### src/rtl/instr_fetch_unit.sv
// instr_fetch_unit: fetch-side initiator for a single-port, read-latency-1
// instruction BRAM. Holds the PC, drives the BRAM word address, buffers
// returned words with their PCs in a small FIFO, and hands them to decode
// over a valid/ready handshake. Supports redirect (branch/jump) with flush.
// Optional build macro: IFU_MISALIGN_TRAP_EN adds a sticky misalign_err
// output that traps misaligned redirect targets instead of masking them.
module instr_fetch_unit #(
  parameter int          ADDR_W   = 10,
  parameter logic [31:0] RESET_PC = 32'h0000_0000,
  parameter int          DEPTH    = 2
) (
  input  logic              clk,
  input  logic              rst,
`ifdef IFU_MISALIGN_TRAP_EN
  output logic              misalign_err,
`endif
  output logic [ADDR_W-1:0] imem_addr,
  input  logic [31:0]       imem_rdata,
  input  logic              redirect_valid,
  input  logic [31:0]       redirect_pc,
  output logic              out_valid,
  input  logic              out_ready,
  output logic [31:0]       out_instr,
  output logic [31:0]       out_pc
);

  localparam int PTR_W = $clog2(DEPTH);
  localparam int CNT_W = $clog2(DEPTH) + 1;
  localparam logic [CNT_W-1:0] DEPTH_C = CNT_W'(DEPTH);

  logic [31:0]      pc;
  logic             inflight;
  logic [31:0]      inflight_pc;
  logic [CNT_W-1:0] count;
  logic [PTR_W-1:0] wr_ptr;
  logic [PTR_W-1:0] rd_ptr;
  logic [31:0]      fifo_instr [DEPTH];
  logic [31:0]      fifo_pc    [DEPTH];

  logic             pop;
  logic             push;
  logic             issue;
  logic             issue_block;
  logic [CNT_W-1:0] occ;
  logic [31:0]      redirect_target;

  assign imem_addr = pc[ADDR_W+1:2];
  assign out_valid = (count != '0);
  assign pop       = out_valid & out_ready;
  assign push      = inflight;
  assign occ       = count + CNT_W'(inflight);

`ifdef IFU_MISALIGN_TRAP_EN
  // While trapped, nothing is fetched; the target is loaded exactly as given.
  assign issue_block     = misalign_err;
  assign redirect_target = redirect_pc;
`else
  logic unused_redirect_low;
  assign unused_redirect_low = ^redirect_pc[1:0];
  assign issue_block     = 1'b0;
  assign redirect_target = {redirect_pc[31:2], 2'b00};
`endif

  // An issue is allowed only when the returning word is guaranteed a FIFO slot.
  assign issue = !rst && !redirect_valid && !issue_block &&
                 ((occ < DEPTH_C) || ((occ == DEPTH_C) && pop));

  assign out_instr = out_valid ? fifo_instr[rd_ptr] : 32'h0;
  assign out_pc    = out_valid ? fifo_pc[rd_ptr]    : 32'h0;

  // PC, in-flight tracking and FIFO bookkeeping; reset beats redirect beats normal flow.
  always_ff @(posedge clk) begin
    if (rst) begin
      pc          <= RESET_PC;
      inflight    <= 1'b0;
      inflight_pc <= 32'h0;
      count       <= '0;
      wr_ptr      <= '0;
      rd_ptr      <= '0;
`ifdef IFU_MISALIGN_TRAP_EN
      misalign_err <= 1'b0;
`endif
    end else if (redirect_valid) begin
      pc       <= redirect_target;
      inflight <= 1'b0;
      count    <= '0;
      wr_ptr   <= '0;
      rd_ptr   <= '0;
`ifdef IFU_MISALIGN_TRAP_EN
      misalign_err <= |redirect_pc[1:0];
`endif
    end else begin
      inflight <= issue;
      if (issue) begin
        inflight_pc <= pc;
        pc          <= pc + 32'd4;
      end
      if (push) begin
        wr_ptr <= wr_ptr + PTR_W'(1);
      end
      if (pop) begin
        rd_ptr <= rd_ptr + PTR_W'(1);
      end
      count <= count + CNT_W'(push) - CNT_W'(pop);
    end
  end

  // FIFO storage: the word returned for last cycle's issue lands at the tail.
  always_ff @(posedge clk) begin
    if (!rst && !redirect_valid && push) begin
      fifo_instr[wr_ptr] <= imem_rdata;
      fifo_pc[wr_ptr]    <= inflight_pc;
    end
  end

endmodule

### config.mk
export PLATFORM = sky130hd
export DESIGN_NAME = instr_fetch_unit
export DESIGN_NICKNAME = d
export VERILOG_FILES = /design/src/rtl/instr_fetch_unit.sv
export SDC_FILE = /design/constraint.sdc
export NUM_CORES = 1
export LEC_CHECK = 0
export ABC_AREA = 1
export BUFFER_PORTS_ARGS = -buffer_cell sky130_fd_sc_hd__buf_2
export CAP_MARGIN = 0
export CORE_MARGIN = 2
export CORE_UTILIZATION = 40
export DETAILED_ROUTE_END_ITERATION = 16
export SLEW_MARGIN = 40
export SYNTH_ARGS = -nofsm -noshare
export SYNTH_HDL_FRONTEND = slang
export SYNTH_SLANG_ARGS = --single-unit
### constraint.sdc
create_clock -name clk -period 17.24 [get_ports clk]
set_input_delay 0.862 -clock clk [delete_from_list [all_inputs] [get_ports clk]]
set_output_delay 0.862 -clock clk [all_outputs]
set_load 0.005 [all_outputs]
==> impl_metrics.yaml, run 1 <==
global_routing:
  grt_pass1_vias: 5469
  antenna_found_initial: 0
  grtUsageTotal_pct: 16.5
  grt_overflow_total: 0
  grt_pass1_wl_microns: 28200
  grt_max_degree: 83
die:
  initial_core_util_pct: 40.9
  core_region_area_sq_um: 20200
  dieHeight_microns: 148
  fp-row-count: 52
  die_area_sq_um: 21800
  die_w_microns: 148
  ioPinCount: 143
routing:
  route.detailed.drc: 0
  ant_nets: 0
  vias_per_cell: 4.72
  firstDrtPassIters: 4
  wl_per_cell_microns: 14.2
  vias: 6039
  routed_wl_microns: 18100
  drt-initial-drc-count: 456
synthesis:
  synth-seq-cells: 190
  yosys.area.top_type_share_pct: 45.0
  synth_edf_count: 124
  ys.flop_type: "edfxtp_1"
  netlist_instances: 887
  synth.most_common_cell: "nand2_1"
  synthDistinctLibCells: 34
  syn-cell-area_sq_um: 8270
  ys_top_cells_by_area: "edfxtp_1, dfxtp_1, nand2_1"
  avgSynthCellArea_sq_um: 9.32
  yosys_warnings: 0
  yosysSeqAreaShare_pct: 61.0
  yosysTopAreaCell: "edfxtp_1"
  synth_common_cells: "nand2_1, edfxtp_1, a21oi_1"
  async_flop_share_pct: 0
timing:
  slew_headroom_pct: 47.6
  tightestPinTransition_ns: 0.786
  timing.fmax_mhz: 323
  finalCritPeriodShare_pct: 18.0
  finalSetupViolCount: 0
  finalSetupTns_ns: 0
  skew_ns: 0.00970
  slew_viol_final: 0
  hold_violations: 0
  period_needed_ns: 3.10
  rsz0062_at_grt: "no"
placement:
  dp_hpwl_microns: 11400
  routabilityCongestion: 0.881
  io_buffers: 138
  dpl_cell_area_sq_um: 9100
worst_setup_path:
  path_cells: "buf_4, inv_4, nand2_1, a21oi_1, buf_2"
  cp_data_required_time_ns: 16.38
  path_buf_inv: 3
  crit_arrival_ns: 2.23
  end_kind: "primary output"
  cp_top_family: "buffers and inverters"
  cp-start-kind: "flop"
  critical_path_class: "flop to primary output"
  critical-path-max-stage-delay_ns: 0.54
  crit_path_max_fanout: 63
  cpMaxStageDelayCell: "buf_4"
final_layout:
  final_layout_size_suffix_gt1_share_pct: 21.4
  fin_nets: 1068
  stdcell_area_sq_um: 9730
  antennaDiodeCount: 0
  syn_to_final_growth_pct: 17.7
clock_network:
  clock_sinks: 190
  htree_levels: 4
  tritoncts: "built"
  cts_buffers: 17
  cts_resized: 0
  clkLatencyLatePin_ns: 0.42
  clock_path_buffers: 2
  holdBufCountCts: 0
  clkSlewWorstSetupHoldPaths_ns: 0.06
  cts_setup_buffers: 0
  root_buffer: "clkbuf_16"
pwr:
  leakage_uw: 0.00403
  ir_drop_mv: 0.0540
  power.density_nw_per_um2: 100
flow_run:
  drv_cap: 0
worst_hold_path:
  hold_path_class: "flop to flop"
run_status:
  status: "completed"
## sequential cells by signal, indices dropped and copies added (netlist names), named ones only
name and flops:
fifo_pc 60, rd_ptr 1, fifo_instr 64, count 2, wr_ptr 1, pc 30, inflight 1, inflight_pc 30
## cell type report
cell class              instances  area [sq um]
inverters                      68           259
repair buffers                144           743
clock inverters                14           179
well taps                     270           338
multi-input cells             576          2730
clock buffers                  18           439
fillers                      1932         10500
flip-flops and latches        190          5050
## where the power goes
| part | internal, uW | switching (uW) | leakage [uW] | total, uW |
|---|---|---|---|---|
| registers | 496 | 9.97 | 0.00167 | 506 |
| clock network | 235 | 171 | 0.000295 | 407 |
| logic | 22.7 | 40.7 | 0.00207 | 63.5 |
## per-layer routing
metal  global-route usage, %  share of wire (%)  up-vias
li1                        -                  -     3132
met1                    23.9                 49     2728
met4                    3.99               0.98        0
met5                       0                  0        -
met3                    3.86                6.3       16
met2                    25.3                 43      163
## stage by stage
| stage | instances | worst slack, ns | utilization, % | power, uW | hold slack, ns |
|---|---|---|---|---|---|
| floorplan | 888 | 11.21 | - | 553 | 0.425 |
| global placement | 1248 | 14.02 | 45.0 | 578 | 0.434 |
| detailed placement | 1248 | 14.00 | 45.0 | 579 | 0.444 |
| CTS | 1280 | 14.12 | 48.1 | 985 | 0.457 |
| global route | 1280 | 13.98 | 48.1 | 1010 | 0.479 |
| finish | 1280 | 14.14 | 48.1 | 976 | 0.456 |
## cell usage in the layout (no fill, tap or decap), drive strengths merged
master      n
nand4       1
a21boi      2
bufinv      3
nor2       61
xor2        4
clkinv      2
o21a        1
nand3b      1
and2        1
nand2     287
nand3      84
clkinvlp    3
dfxtp      66
ha          3
inv        74
a21oi      87
xnor2       3
clkbuf     18
o21ai      37
buf       144
conb        2
nor3        2
edfxtp    124
## worst paths after layout
path | startpoint | to | slack [ns] | cells past startpoint
setup / recovery | flop | out_pc[19] | 14.14 | 5
hold / removal | rd_ptr | flop | 0.46 | 1
setup reg to reg | inflight | pc[6] | 14.76 | 10
hold reg to reg | rd_ptr | flop | 0.46 | 1
## cell families after synthesis
group,count (synthesis),share of synthesized area (%)
and+or+nand+nor,437,23.6
AOI/OAI and AO/OA,127,7.91
adders and majority gates,3,0.454
xor gates and xnor gates,7,0.741
other,1,0.0453
buffers and inverters,122,6.23
DFF,190,61.0
No activity file was read; power rests on OpenSTA's default activity.
==> inputs of run 2 (changes only) <==
==> constraint.sdc (replaced) <==
create_clock -name clk -period 2.8 [get_ports clk]
set_input_delay 0.14 -clock clk [delete_from_list [all_inputs] [get_ports clk]]
set_output_delay 0.14 -clock clk [all_outputs]
set_load 0.005 [all_outputs]
==> run 2 against run 1 <==
  * Sequential power grew to 6.1 times the previous value
  * Highest routed layer unchanged
  * Largest power group unchanged
  * Flip-flop and latch count unchanged
  * Non-clock buffer count grew 38
  * Combinational power increased to 6.9 times the previous value
  * Cell area up 4.2%
  * Sequential share of layout area fell by 2.1 points
  * Hold slack lost 0.44 ns
  * Setup slack got worse by 13 ns
  * Count of clock-buffer cells in the layout unchanged
==> impl_metrics.yaml, run 2 (synthesis results as in run 1) <==
final_layout:
  syn_to_final_growth_pct: 22.5
  final_cell_mix: "nand2_1, buf_2, edfxtp_1"
  reg_top3: "fifo_instr (64), fifo_pc (60)"
  antennaDiodeCount: 0
  largest_register_ffs: 64
  stdcell_area_sq_um: 10100
  regMostFlops: "fifo_instr"
  final_common_cell: "nand2_1"
  final_layout_size_suffix_gt1_share_pct: 21.0
  fin_nets: 1106
worst_setup_path:
  cp-start-kind: "flop"
  critical_path_class: "flop to flop"
  crit_arrival_ns: 2.36
  end_kind: "flop"
  cp_data_required_time_ns: 3.13
  crit_path_max_fanout: 30
pwr:
  power_uw: 6020
  ir_drop_mv: 0.400
  leakage_uw: 0.00422
  power.density_nw_per_um2: 594
placement:
  routabilityCongestion: 0.925
  dpl_cell_area_sq_um: 9200
  dp_hpwl_microns: 12300
  io_buffers: 138
clock_network:
  cts_buffers: 17
  cts_resized: 0
  clkLatencyLatePin_ns: 0.42
  clock_sinks: 190
  root_buffer: "clkbuf_16"
  clock_path_buffers: 2
  htree_levels: 4
  tritoncts: "built"
  clkSlewWorstSetupHoldPaths_ns: 0.07
timing:
  tightestPinTransition_ns: 0.690
  finalCritPeriodShare_pct: 72.7
  holdWs_ns: 0.0163
  period_needed_ns: 2.04
  hold_violations: 0
  slew_viol_final: 0
  rsz0062_at_grt: "no"
  timing.fmax_mhz: 491
  slew_headroom_pct: 54.0
  skew_ns: 0.00659
  finalSetupViolCount: 0
  finalSetupTns_ns: 0
global_routing:
  grt_overflow_total: 0
  grt_pass1_vias: 5491
  grtUsageTotal_pct: 16.8
  grt_pass1_wl_microns: 28600
  grt_max_degree: 63
  antenna_found_initial: 0
die:
  dieHeight_microns: 148
  core_region_area_sq_um: 20200
  die_w_microns: 148
  fp-row-count: 52
  die_area_sq_um: 21800
  ioPinCount: 143
  initial_core_util_pct: 40.9
routing:
  drt-initial-drc-count: 484
  ant_nets: 0
  wl_met1_microns: 9020
  vias_per_cell: 4.72
  firstDrtPassIters: 5
  route.detailed.drc: 0
  met2WireLength_microns: 8200
  top_layer: "met4"
  vias: 6220
  wl_per_cell_microns: 14.0
  met3WireLength_microns: 1030
  routed_wl_microns: 18400
worst_hold_path:
  hold_path_class: "input port to flop"
flow_run:
  drv_cap: 0
run_status:
  status: "completed"
==> run 2: cell types whose count changed in the layout (fill, tap and decap cells not counted), sizes merged <==
cell / change
buf: +6
clkinvlp: -2
clkinv: +3
dlygate4sd3: +32
inv: -1
==> run 2: repair_timing <==
action	in CTS	in global routing
hold buffers	32	0
endpoints found under the hold margin	64	0
setup buffers	0	0
==> run 2: path summary, 6_finish.rpt <==
kind                            slack (ns)            from     end  cells past startpoint
worst min-delay path                  0.02  redirect_pc[2]   pc[2]                      3
worst max-delay path                  0.76        inflight  pc[18]                     11
worst min register to register        0.45          rd_ptr    flop                      1
worst max register to register        0.76        inflight  pc[18]                     11
==> run 2: routing by layer <==
| metal | up-vias | GRT usage [%] |
|---|---|---|
| li1 | 3214 | - |
| met5 | - | 0 |
| met1 | 2815 | 24.1 |
| met3 | 16 | 3.55 |
| met2 | 175 | 25.7 |
| met4 | 0 | 5.24 |
==> run 2: layout make-up <==
type / instances / area [sq um]
clock buffer: 18 / 429
clock inverter: 14 / 183
fill: 1921 / 10100
inverter: 68 / 255
multi-input combinational: 576 / 2730
sequential: 190 / 5050
tap: 270 / 338
timing repair buffer: 182 / 1150
==> run 2: metrics by stage <==
step	util, %	setup slack [ns]	instances
after floorplan	-	0.195	888
after global placement	45.5	0.785	1254
after detailed placement	45.5	0.760	1254
after CTS	50.1	0.721	1318
after global routing	50.1	0.524	1318
final	50.1	0.764	1318
==> run 2: worst max-delay path, cell delays in order (launching register included) <==
cell,delay [ns]
dfxtp_1,0.32
ha_1,0.29
inv_1,0.08
nand3_1,0.07
nand2_1,0.08
nand2_2,0.23
inv_2,0.53
nand2_1,0.10
nand2_1,0.08
nand3_1,0.06
nand2_1,0.06
inv_1,0.04
==> run 2: power breakdown <==
group / internal (uW) / switching, uW
registers: 3050 / 63.1
logic: 178 / 259
clock network: 1430 / 1040
